$ cat src/rtl/imem_program_loader.sv
// imem_program_loader: encodes symbolic operation requests into 16-bit instructions and streams them
// into instruction memory one word per cycle. Define LOADER_CHECKSUM_EN to add a running word checksum.
module imem_program_loader #(
  parameter int ADDR_W     = 8,
  parameter int FIFO_DEPTH = 4
) (
  input  logic              clk,
  input  logic              rst,
  input  logic              load_start,
  input  logic [ADDR_W-1:0] load_base,
  input  logic              load_end,
  input  logic              in_valid,
  output logic              in_ready,
  input  logic [3:0]        in_op,
  input  logic [2:0]        in_rs,
  input  logic [2:0]        in_rt,
  input  logic [2:0]        in_rd,
  input  logic [12:0]       in_imm,
  output logic              imem_we,
  output logic [ADDR_W-1:0] imem_addr,
  output logic [15:0]       imem_wdata,
  output logic [ADDR_W:0]   words_written,
  output logic              err_op,
  output logic              err_imm,
  output logic              overflow,
  output logic              done
`ifdef LOADER_CHECKSUM_EN
  ,
  output logic [15:0]       checksum
`endif
);

  localparam int PTR_W = $clog2(FIFO_DEPTH);
  localparam logic [1:0] S_IDLE  = 2'd0;
  localparam logic [1:0] S_LOAD  = 2'd1;
  localparam logic [1:0] S_DRAIN = 2'd2;
  localparam logic [1:0] S_DONE  = 2'd3;
  localparam logic [PTR_W:0] CNT_FULL = (PTR_W+1)'(FIFO_DEPTH);
  localparam logic [PTR_W:0] CNT_ONE  = (PTR_W+1)'(1);

  logic [1:0]        r_state;
  logic [15:0]       r_mem [FIFO_DEPTH];
  logic [PTR_W-1:0]  r_wp;
  logic [PTR_W-1:0]  r_rp;
  logic [PTR_W:0]    r_cnt;
  logic [ADDR_W-1:0] r_waddr;
  logic              r_we;
  logic [ADDR_W-1:0] r_addr;
  logic [15:0]       r_wdata;
  logic [ADDR_W:0]   r_words;
  logic              r_err_op;
  logic              r_err_imm;
  logic              r_ovf;

  logic w_start;
  logic w_active;
  logic w_full;
  logic w_acc;
  logic w_op_bad;
  logic w_imm_bad;
  logic w_push;
  logic w_pop;
  logic w_top_hit;
  logic w_spill;

  function automatic logic is_itype(input logic [3:0] op);
    return (op == 4'd4) || ((op >= 4'd7) && (op <= 4'd10));
  endfunction

  function automatic logic [15:0] encode(input logic [3:0] op, input logic [2:0] rs,
                                         input logic [2:0] rt, input logic [2:0] rd,
                                         input logic [12:0] imm);
    logic [2:0] opc;
    case (op)
      4'd4:    opc = 3'b001;
      4'd5:    opc = 3'b010;
      4'd6:    opc = 3'b011;
      4'd7:    opc = 3'b100;
      4'd8:    opc = 3'b101;
      4'd9:    opc = 3'b110;
      4'd10:   opc = 3'b111;
      default: opc = 3'b000;
    endcase
    // R-type funct equals the request code for ADD/SUB/AND/OR
    if (op <= 4'd3)
      return {3'b000, rs, rt, rd, op};
    else if ((op == 4'd5) || (op == 4'd6))
      return {opc, imm};
    else
      return {opc, rs, rt, imm[6:0]};
  endfunction

  assign w_start   = (r_state == S_IDLE) && load_start;
  assign w_active  = (r_state == S_LOAD) || (r_state == S_DRAIN);
  assign w_full    = (r_cnt == CNT_FULL);
  assign in_ready  = (r_state == S_LOAD) && !w_full;
  assign w_acc     = in_valid && in_ready;
  assign w_op_bad  = (in_op > 4'd10);
  assign w_imm_bad = is_itype(in_op) && !((&in_imm[12:6]) || !(|in_imm[12:6]));
  assign w_push    = w_acc && !w_op_bad && !w_imm_bad;
  assign w_pop     = w_active && (r_cnt != '0);
  assign w_top_hit = w_pop && (&r_waddr);
  // Anything still queued or arriving alongside the top-address write is lost
  assign w_spill   = (r_cnt > CNT_ONE) || w_push;

  always_ff @(posedge clk) begin
    if (rst) begin
      r_state <= S_IDLE;
    end else begin
      case (r_state)
        S_IDLE:  if (load_start) r_state <= S_LOAD;
        S_LOAD:  if (w_top_hit) r_state <= S_DONE;
                 else if (load_end) r_state <= S_DRAIN;
        S_DRAIN: if (w_top_hit || (r_cnt == '0)) r_state <= S_DONE;
        default: r_state <= S_IDLE;
      endcase
    end
  end

  // Stage p0: encoded-word FIFO
  always_ff @(posedge clk) begin
    if (w_push) r_mem[r_wp] <= encode(in_op, in_rs, in_rt, in_rd, in_imm);
  end

  always_ff @(posedge clk) begin
    if (rst || w_top_hit) begin
      r_wp  <= '0;
      r_rp  <= '0;
      r_cnt <= '0;
    end else begin
      if (w_push) r_wp <= r_wp + 1'b1;
      if (w_pop)  r_rp <= r_rp + 1'b1;
      case ({w_push, w_pop})
        2'b10:   r_cnt <= r_cnt + CNT_ONE;
        2'b01:   r_cnt <= r_cnt - CNT_ONE;
        default: r_cnt <= r_cnt;
      endcase
    end
  end

  // Stage p1: registered memory write port
  always_ff @(posedge clk) begin
    if (rst) begin
      r_we    <= 1'b0;
      r_addr  <= '0;
      r_wdata <= '0;
      r_waddr <= '0;
      r_words <= '0;
    end else begin
      r_we <= w_pop;
      if (w_start) begin
        r_waddr <= load_base;
        r_words <= '0;
      end else if (w_pop) begin
        r_addr  <= r_waddr;
        r_wdata <= r_mem[r_rp];
        r_waddr <= r_waddr + 1'b1;
        r_words <= r_words + (ADDR_W+1)'(1);
      end
    end
  end

  always_ff @(posedge clk) begin
    if (rst || w_start) begin
      r_err_op  <= 1'b0;
      r_err_imm <= 1'b0;
      r_ovf     <= 1'b0;
    end else begin
      if (w_acc && w_op_bad)               r_err_op  <= 1'b1;
      if (w_acc && !w_op_bad && w_imm_bad) r_err_imm <= 1'b1;
      if (w_top_hit && w_spill)            r_ovf     <= 1'b1;
    end
  end

`ifdef LOADER_CHECKSUM_EN
  logic [15:0] r_sum;

  // Summed at pop time so the total is complete when done pulses
  always_ff @(posedge clk) begin
    if (rst || w_start) r_sum <= '0;
    else if (w_pop)     r_sum <= r_sum + r_mem[r_rp];
  end

  assign checksum = r_sum;
`endif

  assign imem_we       = r_we;
  assign imem_addr     = r_addr;
  assign imem_wdata    = r_wdata;
  assign words_written = r_words;
  assign err_op        = r_err_op;
  assign err_imm       = r_err_imm;
  assign overflow      = r_ovf;
  assign done          = (r_state == S_DONE);

endmodule
$ cat config.mk
export PLATFORM = sky130hd
export DESIGN_NAME = imem_program_loader
export DESIGN_NICKNAME = d
export VERILOG_FILES = /design/src/rtl/imem_program_loader.sv
export SDC_FILE = /design/constraint.sdc
export NUM_CORES = 1
export LEC_CHECK = 0
export ABC_CLOCK_PERIOD_IN_PS = 4800
export BUFFER_PORTS_ARGS = -buffer_cell sky130_fd_sc_hd__buf_2
export CAP_MARGIN = 20
export CORE_MARGIN = 5
export CORE_UTILIZATION = 61
export DETAILED_ROUTE_END_ITERATION = 6
export PLACE_DENSITY_LB_ADDON = 0.3
export SLEW_MARGIN = 15
export SYNTH_ARGS = -nofsm -noshare
export SYNTH_HDL_FRONTEND = slang
export SYNTH_SLANG_ARGS = --single-unit
$ cat constraint.sdc
create_clock -name clk -period 4.8 [get_ports clk]
set_input_delay 0.72 -clock clk [delete_from_list [all_inputs] [get_ports clk]]
set_output_delay 0.72 -clock clk [all_outputs]
set_load 0.02 [all_outputs]
==> flow_summary.rst, run 1 <==
.. list-table::
   :header-rows: 1

   * - Metric
     - Value
   * - Number of search-and-repair iterations in the first detailed-routing pass
     - 4
   * - Part of the cycle the worst path needs
     - 0.5872
   * - Clock sink count
     - 118
   * - Final wirelength
     - 10,790 um
   * - Routed via count divided by cell count
     - approximately 5.6
   * - Register-to-register setup slack
     - 1.98 ns
   * - Number of design rule violations left after detail routing
     - 0
   * - Share of post-route cells with drive strength above 1
     - 0.2966
   * - Diode insertion count for antenna repair
     - 0
   * - End of the worst register-to-register path
     - r_cnt[2]
   * - Internal power
     - roughly 0.0022 W
   * - Leakage Power
     - about 2.3 nW
   * - Post-synthesis cell type count
     - 47
   * - Setup repair bufs after CTS
     - 0
   * - Maximum number of pins on one net before global-route repair
     - 38
   * - Final-report setup violation count
     - 0
   * - First-pass GRT wire length
     - ~17,000 um
   * - Quantity of hold-fixing buffers added after cts
     - 0
   * - Final Wtd Congestion
     - 0.7697
   * - Worst Hold Endpoint
     - imem_addr[4]
   * - Startpoint of the worst register-to-register path
     - r_cnt[0]
   * - Number of placement rows
     - 33
   * - Vias in the first global route
     - 3,432
   * - Fillcell total
     - 553
   * - Seq. cell area
     - 3003 um2
   * - Root buffer cell
     - sky130_fd_sc_hd__clkbuf_8
   * - Result of the run
     - finished, final reports clean
   * - EDFF count, synth
     - 64
   * - ANT nets after route
     - 0
   * - Cells after Synth
     - 404
   * - Count of vias placed by the detailed router
     - 3,402
   * - Count of final max-slew check failures
     - 0
   * - Critical Path AT
     - 3.22 ns
   * - Clock tree from TritonCTS
     - yes
   * - Core Box Area
     - 8093 um2
   * - Overall track demand over capacity in global routing
     - 0.2278
   * - PostCTS Resize Cnt
     - 0
   * - Synth Flop Type
     - sky130_fd_sc_hd__edfxtp_1
   * - HP Class
     - reg -> reg
   * - Actual transition at the worst max-transition pin
     - between 0.8 and 0.9 ns
   * - Clock-pin transition on the worst setup and hold timing paths
     - approximately 0.060 ns
   * - Gate power share
     - 0.199
   * - Total net switching power
     - 0.0009001 W
   * - Avg Synthesized Cell Area
     - between 10 and 15 um2
   * - Clock tree buffer depth
     - 2
   * - Switching power as a share of total power
     - 0.2861
   * - Total overflow reported by the global router
     - 0
   * - Highest fanout seen on the critical path
     - 8
   * - Signed area change from the synthesized netlist to the final layout
     - 21.61%
   * - Area of the multi-input gates
     - 1864 um2
   * - Required time at the endpoint of the critical path
     - 5.20 ns
   * - Fraction of registers with async set/reset
     - 0
   * - Maximum clock frequency
     - 0.3548 GHz
   * - YS warnings
     - 0
   * - Worst setup skew after layout
     - 0.009741 ns
   * - Crit end category
     - flip-flop
   * - Synth Register Bits
     - 118
   * - Crit path kind
     - reg -> reg
   * - TNS Setup
     - 0 ns
   * - Die width
     - between 100 and 150 um
   * - Count of nets after finishing
     - 540
   * - Util after Layout
     - 0.7483
   * - Buffers added on ports
     - 77
   * - Sequential cell fraction of total power
     - 0.395
   * - Setup repair after global routing missed its margin
     - false
   * - Initial cell density of the core
     - 0.6153
   * - Hold path start
     - imem_addr[4]
   * - Syn Nets
     - roughly 460
   * - Number of cells on the worst reg-to-reg path
     - 10
   * - HPWL after detailed placement
     - 7076 um
   * - Most frequent standard cell in the layout excluding fill and tap cells
     - sky130_fd_sc_hd__buf_2
   * - Peak supply drop
     - 0.0003246 V
   * - Violation count after the first detailed-routing iteration
     - 196
   * - Final Hold Fails
     - 0
   * - Most used cells in the layout excluding fill and tap cells
     - sky130_fd_sc_hd__buf_2 (77), sky130_fd_sc_hd__nand2_1 (66), sky130_fd_sc_hd__edfxtp_1 (64)
   * - Initial antenna violation count
     - 0
   * - Average detailed-routed wire length per instance
     - 17.87 um
   * - Source-to-sink clock delay at the later pin of the worst-skew pair
     - 0.52 ns
   * - Inserted Clock Buffers
     - 17
   * - Depth of the worst hold-timing path
     - 2
   * - Final Critical Period
     - 2.819 ns
   * - Max-Cap Viols
     - 0
   * - IO Count
     - 78
   * - Power density over cell area
     - 519.6 nW/um2
   * - Kind of launch point of the worst setup path
     - flip-flop
   * - DIE AREA
     - 10,070 um2
   * - Synth Cell Area
     - around 5000 um2
   * - Number of H-tree branching levels
     - 4
   * - Proportion of power drawn by the clock network
     - 0.406
   * - Post-synthesis sequential area ratio
     - 0.6030
   * - DIE HEIGHT
     - roughly 100 um
   * - Worst rel slew slack
     - 0.4506
==> routing by layer <==
metal  GRT usage  routed length (um)
met1      0.2967                4564
met2      0.3665                5352
met3     0.05629                 683
met4     0.09534                 190
met5           0                   0
==> layout make-up <==
class | count | share of cell area
well taps | 105 | 0.02169
repair buffers | 79 | 0.06612
flip-flops and latches | 118 | 0.4959
multi-input cells | 258 | 0.3079
clock buffers | 21 | 0.08140
inverters | 12 | 0.007645
clock inverters | 11 | 0.01942
==> cells by family (layout without fill, tap and decap cells) <==
family / after synthesis / after routing / share of synthesized area
muxes: 30 / 30 / 0.1033
buffers and inverters: 28 / 123 / 0.02261
xor gates and xnor gates: 19 / 19 / 0.03342
adders and majority gates: 15 / 15 / 0.03769
DFF: 118 / 118 / 0.6030
and+or+nand+nor: 137 / 137 / 0.1281
AOI/OAI and AO/OA: 57 / 57 / 0.07186
==> power by group through the flow <==
stage / Combinational, W / Sequential, W / Clock (W)
2_1_floorplan: 0.000429 / 0.00128 / 0
4_1_cts: 0.000630 / 0.00124 / 0.00129
3_5_place_dp: 0.000618 / 0.00126 / 0
5_1_grt: 0.000690 / 0.00125 / 0.00133
6_report: 0.000626 / 0.00124 / 0.00128
3_3_place_gp: 0.000602 / 0.00125 / 0
==> critical path, cell delays in order, from the launching register on <==
cell,delay [ns]
sky130_fd_sc_hd__dfxtp_1,0.40
sky130_fd_sc_hd__inv_1,0.10
sky130_fd_sc_hd__ha_1,0.22
sky130_fd_sc_hd__a21boi_1,0.33
sky130_fd_sc_hd__nand2_1,0.15
sky130_fd_sc_hd__a311oi_2,0.55
sky130_fd_sc_hd__inv_1,0.12
sky130_fd_sc_hd__ha_1,0.39
sky130_fd_sc_hd__nor2_1,0.20
sky130_fd_sc_hd__xnor2_1,0.17
sky130_fd_sc_hd__nor2_1,0.06
==> cell usage after synthesis (all sizes together), types with 2 or more instances <==
library cell / count / area [um2]
ha: 15 / 187.7
nand3: 6 / 35.03
nand2b: 4 / 25.02
nor4: 2 / 12.51
o21ai: 3 / 15.01
a211oi: 7 / 52.55
mux4: 16 / 360.4
and2: 6 / 42.54
clkbuf: 10 / 37.54
or4: 2 / 15.01
nor2: 31 / 116.4
or3: 2 / 12.51
mux2: 11 / 123.9
nand2: 67 / 259.0
mux2i: 3 / 30.03
xor2: 11 / 96.34
dfxtp: 54 / 1081
buf: 6 / 28.77
a311oi: 4 / 41.29
o21bai: 4 / 30.03
nor2b: 2 / 12.51
inv: 11 / 41.29
a21oi: 31 / 155.2
and4: 2 / 17.52
nand4: 5 / 31.28
xnor2: 8 / 70.07
nor3: 3 / 15.01
edfxtp: 64 / 1922
==> state kept, by name (all words and copies together), names as in the netlist <==
name and count:
r_wp 2, overflow 1, words_written 9, imem_we 1, err_imm 1, imem_addr 8, imem_wdata 16, err_op 1
r_rp 2, r_waddr 8, r_state 2, r_cnt 3, r_mem 64
==> metrics by stage <==
step	area, um2	total power (W)	hold WS [ns]	cells	setup WS (ns)
global placement	5445	0.001854	0.4409	572	2.062
global route	6056	0.003276	0.4763	604	1.831
detailed placement	5445	0.001876	0.4474	572	1.893
CTS	6056	0.003156	0.4547	604	2.010
finish	6056	0.003147	0.4522	604	1.981
floorplan	4980	0.001708	0.4654	404	2.252
==> worst max-delay path by stage <==
stage / end / cells after the start / start / slack [ns]
after floorplan: r_cnt[2] / 10 / r_cnt[0] / 2.25
after global placement: r_cnt[2] / 10 / in_op[1] / 2.06
after detailed placement: r_cnt[2] / 10 / in_op[1] / 1.89
after CTS: r_cnt[2] / 10 / r_cnt[0] / 2.01
after global routing: r_cnt[2] / 10 / r_cnt[0] / 1.83
final: r_cnt[2] / 10 / r_cnt[0] / 1.98
No activity file was read; power rests on OpenSTA's default activity.
==> run 2: changes to the inputs <==
--- a/config.mk
+++ b/config.mk
@@ -5,11 +5,11 @@
 export SDC_FILE = /design/constraint.sdc
 export NUM_CORES = 1
 export LEC_CHECK = 0
-export ABC_CLOCK_PERIOD_IN_PS = 4800
+export ABC_CLOCK_PERIOD_IN_PS = 2310
 export BUFFER_PORTS_ARGS = -buffer_cell sky130_fd_sc_hd__buf_2
 export CAP_MARGIN = 20
 export CORE_MARGIN = 5
-export CORE_UTILIZATION = 61
+export CORE_UTILIZATION = 51
 export DETAILED_ROUTE_END_ITERATION = 6
 export PLACE_DENSITY_LB_ADDON = 0.3
 export SLEW_MARGIN = 15
==> constraint.sdc (replaced) <==
create_clock -name clk -period 2.31 [get_ports clk]
set_input_delay 0.3465 -clock clk [delete_from_list [all_inputs] [get_ports clk]]
set_output_delay 0.3465 -clock clk [all_outputs]
set_load 0.02 [all_outputs]
==> flow_summary.rst, run 2 (synthesis results as in run 1) <==
.. list-table::
   :header-rows: 1

   * - Metric
     - Value
   * - Signed area change from the synthesized netlist to the final layout
     - 25.55%
   * - Setup repair bufs after CTS
     - 0
   * - Clock-pin transition on the worst setup and hold timing paths
     - 0.06 ns
   * - Critical Path AT
     - 2.59 ns
   * - Max reg flops
     - 64
   * - Share of post-route cells with drive strength above 1
     - 0.3275
   * - Number of placed instances, taps included
     - 614
   * - Power density over cell area
     - 1069 nW/um2
   * - Worst Hold Endpoint
     - err_op
   * - Number of design rule violations left after detail routing
     - 0
   * - Leakage Power
     - 2.344 nW
   * - Total overflow reported by the global router
     - 0
   * - Actual transition at the worst max-transition pin
     - a little over 0.5 ns
   * - Worst rel slew slack
     - 0.6580
   * - Final Wtd Congestion
     - 0.8570
   * - Crit path kind
     - reg -> reg
   * - Min Hold Slack
     - about 0.11 ns
   * - Clock tree from TritonCTS
     - yes
   * - Vias in the first global route
     - 3,433
   * - Violation count after the first detailed-routing iteration
     - 197
   * - Top register by number of flip-flops
     - r_mem
   * - DIE AREA
     - between 10,000 and 15,000 um2
   * - Part of the cycle the worst path needs
     - 0.9371
   * - Routed via count divided by cell count
     - 5.282
   * - Cell-by-cell listing of the critical path
     - inv_1 > ha_2 > or2b_4 > nand2_4 > clkinv_2 > ha_1 > buf_4 > xor2_1 > nor2_1 > a211oi_1
   * - Number of H-tree branching levels
     - 4
   * - Number of cells on the worst reg-to-reg path
     - 10
   * - Worst setup skew after layout
     - 0.009955 ns
   * - Root buffer cell
     - sky130_fd_sc_hd__clkbuf_8
   * - Slowest cell delay on critical path
     - 0.33 ns
   * - Final wirelength
     - roughly 11,000 um
   * - Required time at the endpoint of the critical path
     - 2.73 ns
   * - Core Box Area
     - 9639 um2
   * - IO Count
     - 78
   * - Hold path start
     - in_valid
   * - Max-Cap Viols
     - 0
   * - End of the worst register-to-register path
     - r_cnt[1]
   * - Depth of the worst hold-timing path
     - 3
   * - Register-to-register setup slack
     - 0.15 ns
   * - Peak supply drop
     - 0.0005151 V
   * - Number of placement rows
     - 36
   * - Most used cells in the layout excluding fill and tap cells
     - sky130_fd_sc_hd__buf_2 (77), sky130_fd_sc_hd__nand2_1 (65), sky130_fd_sc_hd__edfxtp_1 (64)
   * - Final-report setup violation count
     - 0
   * - Final Hold Fails
     - 0
   * - Result of the run
     - finished, final reports clean
   * - Count of nets after finishing
     - 554
   * - Source-to-sink clock delay at the later pin of the worst-skew pair
     - 0.52 ns
   * - Most frequent standard cell in the layout excluding fill and tap cells
     - sky130_fd_sc_hd__buf_2
   * - Power after layout
     - 0.006686 W
   * - Highest fanout seen on the critical path
     - 10
   * - Initial cell density of the core
     - 0.5166
   * - Initial antenna violation count
     - 0
   * - Final cell count without fillers
     - roughly 650
   * - Maximum number of pins on one net before global-route repair
     - 25
   * - Average detailed-routed wire length per instance
     - 16.48 um
   * - Count of vias placed by the detailed router
     - 3,412
   * - Inserted Clock Buffers
     - 17
   * - Clock tree buffer depth
     - 2
   * - Startpoint of the worst register-to-register path
     - r_cnt[1]
   * - Overall track demand over capacity in global routing
     - 0.1940
   * - HPWL after detailed placement
     - between 7000 and 8000 um
   * - Count of final max-slew check failures
     - 0
   * - DIE HEIGHT
     - ~110 um
   * - Crit end category
     - flip-flop
   * - Die width
     - 108.8 um
   * - Slowest cell on the critical path
     - sky130_fd_sc_hd__dfxtp_2
   * - HP Class
     - in -> reg
   * - Final Critical Period
     - 2.165 ns
   * - First-pass GRT wire length
     - approximately 17,000 um
   * - Kind of launch point of the worst setup path
     - flip-flop
   * - ANT nets after route
     - 0
   * - Buffers added on ports
     - 77
   * - Diode insertion count for antenna repair
     - 0
   * - Clock sink count
     - 118
   * - Maximum clock frequency
     - 0.4620 GHz
   * - Number of search-and-repair iterations in the first detailed-routing pass
     - 4
## run 2: cell types whose count changed in the layout (fill, tap and decap cells not counted), moves of 2 or more
| cell | change |
|---|---|
| sky130_fd_sc_hd__and2_2 | -4 |
| sky130_fd_sc_hd__clkinv_4 | +3 |
| sky130_fd_sc_hd__buf_4 | +13 |
| sky130_fd_sc_hd__clkbuf_16 | -3 |
| sky130_fd_sc_hd__inv_6 | +2 |
| sky130_fd_sc_hd__bufinv_16 | +2 |
| sky130_fd_sc_hd__ha_1 | -2 |
| sky130_fd_sc_hd__and2_4 | +4 |
## run 2: area by class of cell
type / count / area, um2
clock buffers: 17 / 414.1
clock inverters: 15 / 202.7
fillers: 747 / 3387
inverters: 12 / 46.29
multi-input cells: 258 / 1909
flip-flops and latches: 118 / 3004
well taps: 133 / 166.4
repair buffers: 93 / 509.2
## run 2: routing by layer
| layer | part of all wire | GRT usage | vias to the layer above | routed length [um] |
|---|---|---|---|---|
| met4 | 0.0057 | 0.06222 | 0 | 61 |
| met5 | 0 | 0 | - | 0 |
| met2 | 0.49 | 0.3058 | 91 | 5228 |
| met3 | 0.050 | 0.05506 | 6 | 535 |
| li1 | - | - | 1660 | - |
| met1 | 0.45 | 0.2610 | 1655 | 4819 |
## run 2: what timing repair did
action                     in CTS  in global routing
cloned                          0                  0
setup endpoints to repair      64                 89
hold buffers                    0                  0
gates resized for setup         0                 10
## run 2: power by group
| part | total [W] | internal [W] | switching (W) |
|---|---|---|---|
| Sequential | 0.00258 | 0.00241 | 0.000164 |
| Clock | 0.00270 | 0.00176 | 0.000947 |
| Combinational | 0.00141 | 0.000613 | 0.000793 |
## run 2: metrics by stage
stage	utilization	setup slack, ns	setup TNS (ns)	instance area (um2)
after floorplan	-	0.01579	0	5002
after global placement	0.5818	0.01236	0	5608
after detailed placement	0.5818	-0.07687	-3.056	5608
after CTS	0.6458	-0.02867	-1.468	6225
after global routing	0.6486	-0.001701	-0.001701	6252
final	0.6486	0.1453	0	6252
## run 2: worst max-delay path by stage
stage,from,to,depth (start not counted)
2_1_floorplan,r_cnt[0],r_cnt[2],10
3_3_place_gp,in_op[1],r_mem[1][4],6
3_5_place_dp,in_op[1],r_cnt[2],10
4_1_cts,r_cnt[1],r_mem[1][7],7
5_1_grt,r_cnt[1],r_cnt[1],10
6_report,r_cnt[1],r_cnt[1],10
## run 2: worst max-delay path: cells and delay by family, from the launching register on
kind,cells,cell delay (ns)
AO/OA/AOI/OAI,1,0.16
XOR/XNOR,1,0.15
adder cells (fa/ha/maj),2,0.50
buffers and inverters,3,0.45
flip-flops,1,0.33
AND/OR/NAND/NOR,3,0.48
==> run 3: changes to the inputs <==
--- a/config.mk
+++ b/config.mk
@@ -8,11 +8,12 @@
 export ABC_CLOCK_PERIOD_IN_PS = 2310
 export BUFFER_PORTS_ARGS = -buffer_cell sky130_fd_sc_hd__buf_2
 export CAP_MARGIN = 20
+export CELL_PAD_IN_SITES_DETAIL_PLACEMENT = 1
+export CELL_PAD_IN_SITES_GLOBAL_PLACEMENT = 2
 export CORE_MARGIN = 5
-export CORE_UTILIZATION = 51
+export CORE_UTILIZATION = 34
 export DETAILED_ROUTE_END_ITERATION = 6
 export PLACE_DENSITY_LB_ADDON = 0.3
-export SLEW_MARGIN = 15
 export SYNTH_ARGS = -nofsm -noshare
 export SYNTH_HDL_FRONTEND = slang
 export SYNTH_SLANG_ARGS = --single-unit
==> flow_summary.rst, run 3 (synthesis results as in run 1) <==
.. list-table::
   :header-rows: 1

   * - Metric
     - Value
   * - Maximum clock frequency
     - 0.4630 GHz
   * - Max reg flops
     - 64
   * - Power density over cell area
     - approximately 1000 nW/um2
   * - Peak supply drop
     - ~0.00057 V
   * - Number of H-tree branching levels
     - 4
   * - Slowest cell delay on critical path
     - 0.36 ns
   * - Clock sink count
     - 118
   * - Total overflow reported by the global router
     - 0
   * - Actual transition at the worst max-transition pin
     - 0.5470 ns
   * - Setup repair after global routing missed its margin
     - false
   * - Worst setup skew after layout
     - 0.01115 ns
   * - Signed area change from the synthesized netlist to the final layout
     - 26.36%
   * - Clock tree from TritonCTS
     - yes
   * - Final Critical Period
     - 2.160 ns
   * - First-pass GRT wire length
     - between 15,000 and 20,000 um
   * - Most frequent standard cell in the layout excluding fill and tap cells
     - sky130_fd_sc_hd__buf_2
   * - DIE HEIGHT
     - approximately 130 um
   * - Max-Cap Viols
     - 0
   * - Cell-by-cell listing of the critical path
     - inv_1 > ha_2 > a21boi_4 > nand2_1 > a311oi_4 > inv_1 > ha_1 > nor2_1 > xnor2_1 > nor2_1
   * - Final Wtd Congestion
     - 0.8001
   * - Slowest cell on the critical path
     - sky130_fd_sc_hd__ha_1
   * - Clock tree buffer depth
     - 2
   * - Routed via count divided by cell count
     - 4.873
   * - Required time at the endpoint of the critical path
     - between 2 and 3 ns
   * - Number of placement rows
     - 44
   * - Final wirelength
     - between 10,000 and 15,000 um
   * - Most used cells in the layout excluding fill and tap cells
     - sky130_fd_sc_hd__buf_2 (77), sky130_fd_sc_hd__nand2_1 (66), sky130_fd_sc_hd__edfxtp_1 (64)
   * - Buffers added on ports
     - 77
   * - ANT nets after route
     - 0
   * - Clock-pin transition on the worst setup and hold timing paths
     - 0.06 ns
   * - Overall track demand over capacity in global routing
     - 0.1496
   * - Vias in the first global route
     - 3,650
   * - IO Count
     - 78
   * - Highest fanout seen on the critical path
     - 4
   * - Average detailed-routed wire length per instance
     - 17.39 um
   * - Critical Path AT
     - ~2.4 ns
   * - Crit path kind
     - reg -> reg
   * - Setup repair bufs after CTS
     - 0
   * - Crit end category
     - flip-flop
   * - Final-report setup violation count
     - 0
   * - Share of post-route cells with drive strength above 1
     - 0.3275
   * - Leakage Power
     - approximately 2.3 nW
   * - Area of the multi-input gates
     - ~1900 um2
   * - Number of search-and-repair iterations in the first detailed-routing pass
     - 4
   * - Util after Layout
     - 0.4362
   * - Fillcell total
     - 1,578
   * - Number of placed instances, taps included
     - between 600 and 700
   * - Maximum number of pins on one net before global-route repair
     - 37
   * - Count of final max-slew check failures
     - 0
   * - Die width
     - between 100 and 150 um
   * - Final Hold Fails
     - 0
   * - Count of nets after finishing
     - 557
   * - Initial cell density of the core
     - 0.3452
   * - Inserted Clock Buffers
     - 17
   * - Count of vias placed by the detailed router
     - 3,411
   * - Violation count after the first detailed-routing iteration
     - 166
   * - Top register by number of flip-flops
     - r_mem
   * - Initial antenna violation count
     - 0
   * - Number of design rule violations left after detail routing
     - 0
   * - Seq. cell area
     - 3003 um2
   * - Part of the cycle the worst path needs
     - 0.9350
   * - Worst rel slew slack
     - 0.6353
   * - Root buffer cell
     - sky130_fd_sc_hd__clkbuf_16
   * - DIE AREA
     - 17,170 um2
   * - Final cell count without fillers
     - 700
   * - Core Box Area
     - ~14,000 um2
   * - Result of the run
     - finished, final reports clean
   * - Diode insertion count for antenna repair
     - 0
   * - Kind of launch point of the worst setup path
     - flip-flop
   * - Source-to-sink clock delay at the later pin of the worst-skew pair
     - 0.41 ns
   * - HP Class
     - in -> reg
   * - HPWL after detailed placement
     - 8775 um
run 3: final cells by class:
type                    count  area share
clock buffers              17     0.06761
flip-flops and latches    118      0.4772
well taps                 184     0.03659
inverters                  12    0.007357
multi-input cells         258      0.3028
repair buffers             96     0.08391
clock inverters            15     0.02446
run 3: final timing paths:
| kind | startpoint | end | slack [ns] | cells past startpoint |
|---|---|---|---|---|
| setup / recovery | r_state[1] | r_cnt[2] | 0.15 | 10 |
| setup reg to reg | r_state[1] | r_cnt[2] | 0.15 | 10 |
| hold / removal | in_valid | err_op | 0.21 | 3 |
| hold reg to reg | imem_wdata[7] | imem_wdata[7] | 0.45 | 2 |
run 3: report_power, final:
group          switching, W  total, W  leakage [nW]  internal [W]
Clock              0.000980   0.00257         0.267       0.00159
Sequential         0.000139   0.00255          1.02       0.00241
Combinational      0.000849   0.00149          1.04      0.000638
run 3: critical path: cells and delay by family (launching register included):
| family | cells | cell delay, ns |
|---|---|---|
| adders and majority gates | 2 | 0.56 |
| xor gates and xnor gates | 1 | 0.13 |
| AOI/OAI and AO/OA | 2 | 0.51 |
| and+or+nand+nor | 3 | 0.34 |
| DFF | 1 | 0.33 |
| buffers and inverters | 2 | 0.16 |
run 3: per-layer routing:
layer / vias to the layer above / global-route usage / routed length [um]
li1: 1665 / - / -
met1: 1672 / 0.1951 / 5724
met2: 65 / 0.2372 / 5839
met3: 9 / 0.04797 / 493
met4: 0 / 0.04840 / 117
met5: - / 0 / 0
run 3: repair_timing:
action | 4_1_cts | 5_1_grt
hold buffers | 0 | 0
endpoints found under the setup margin | 57 | 50
endpoints found under the hold margin | 0 | 0
gates resized for setup | 1 | 6
pin swaps | 0 | 0
run 3: stage by stage:
| step | setup TNS, ns | power, W | cell area (um2) | hold WS, ns | setup slack (ns) |
|---|---|---|---|---|---|
| 2_1_floorplan | 0 | 0.003570 | 5002 | 0.4654 | 0.01579 |
| 3_3_place_gp | 0 | 0.004034 | 5698 | 0.4428 | 0.02478 |
| 3_5_place_dp | -0.4273 | 0.004079 | 5698 | 0.4453 | -0.06429 |
| 4_1_cts | -0.5597 | 0.006673 | 6279 | 0.1977 | -0.02109 |
| 5_1_grt | 0 | 0.006938 | 6292 | 0.2265 | 0.01518 |
| 6_report | 0 | 0.006605 | 6292 | 0.2078 | 0.1501 |
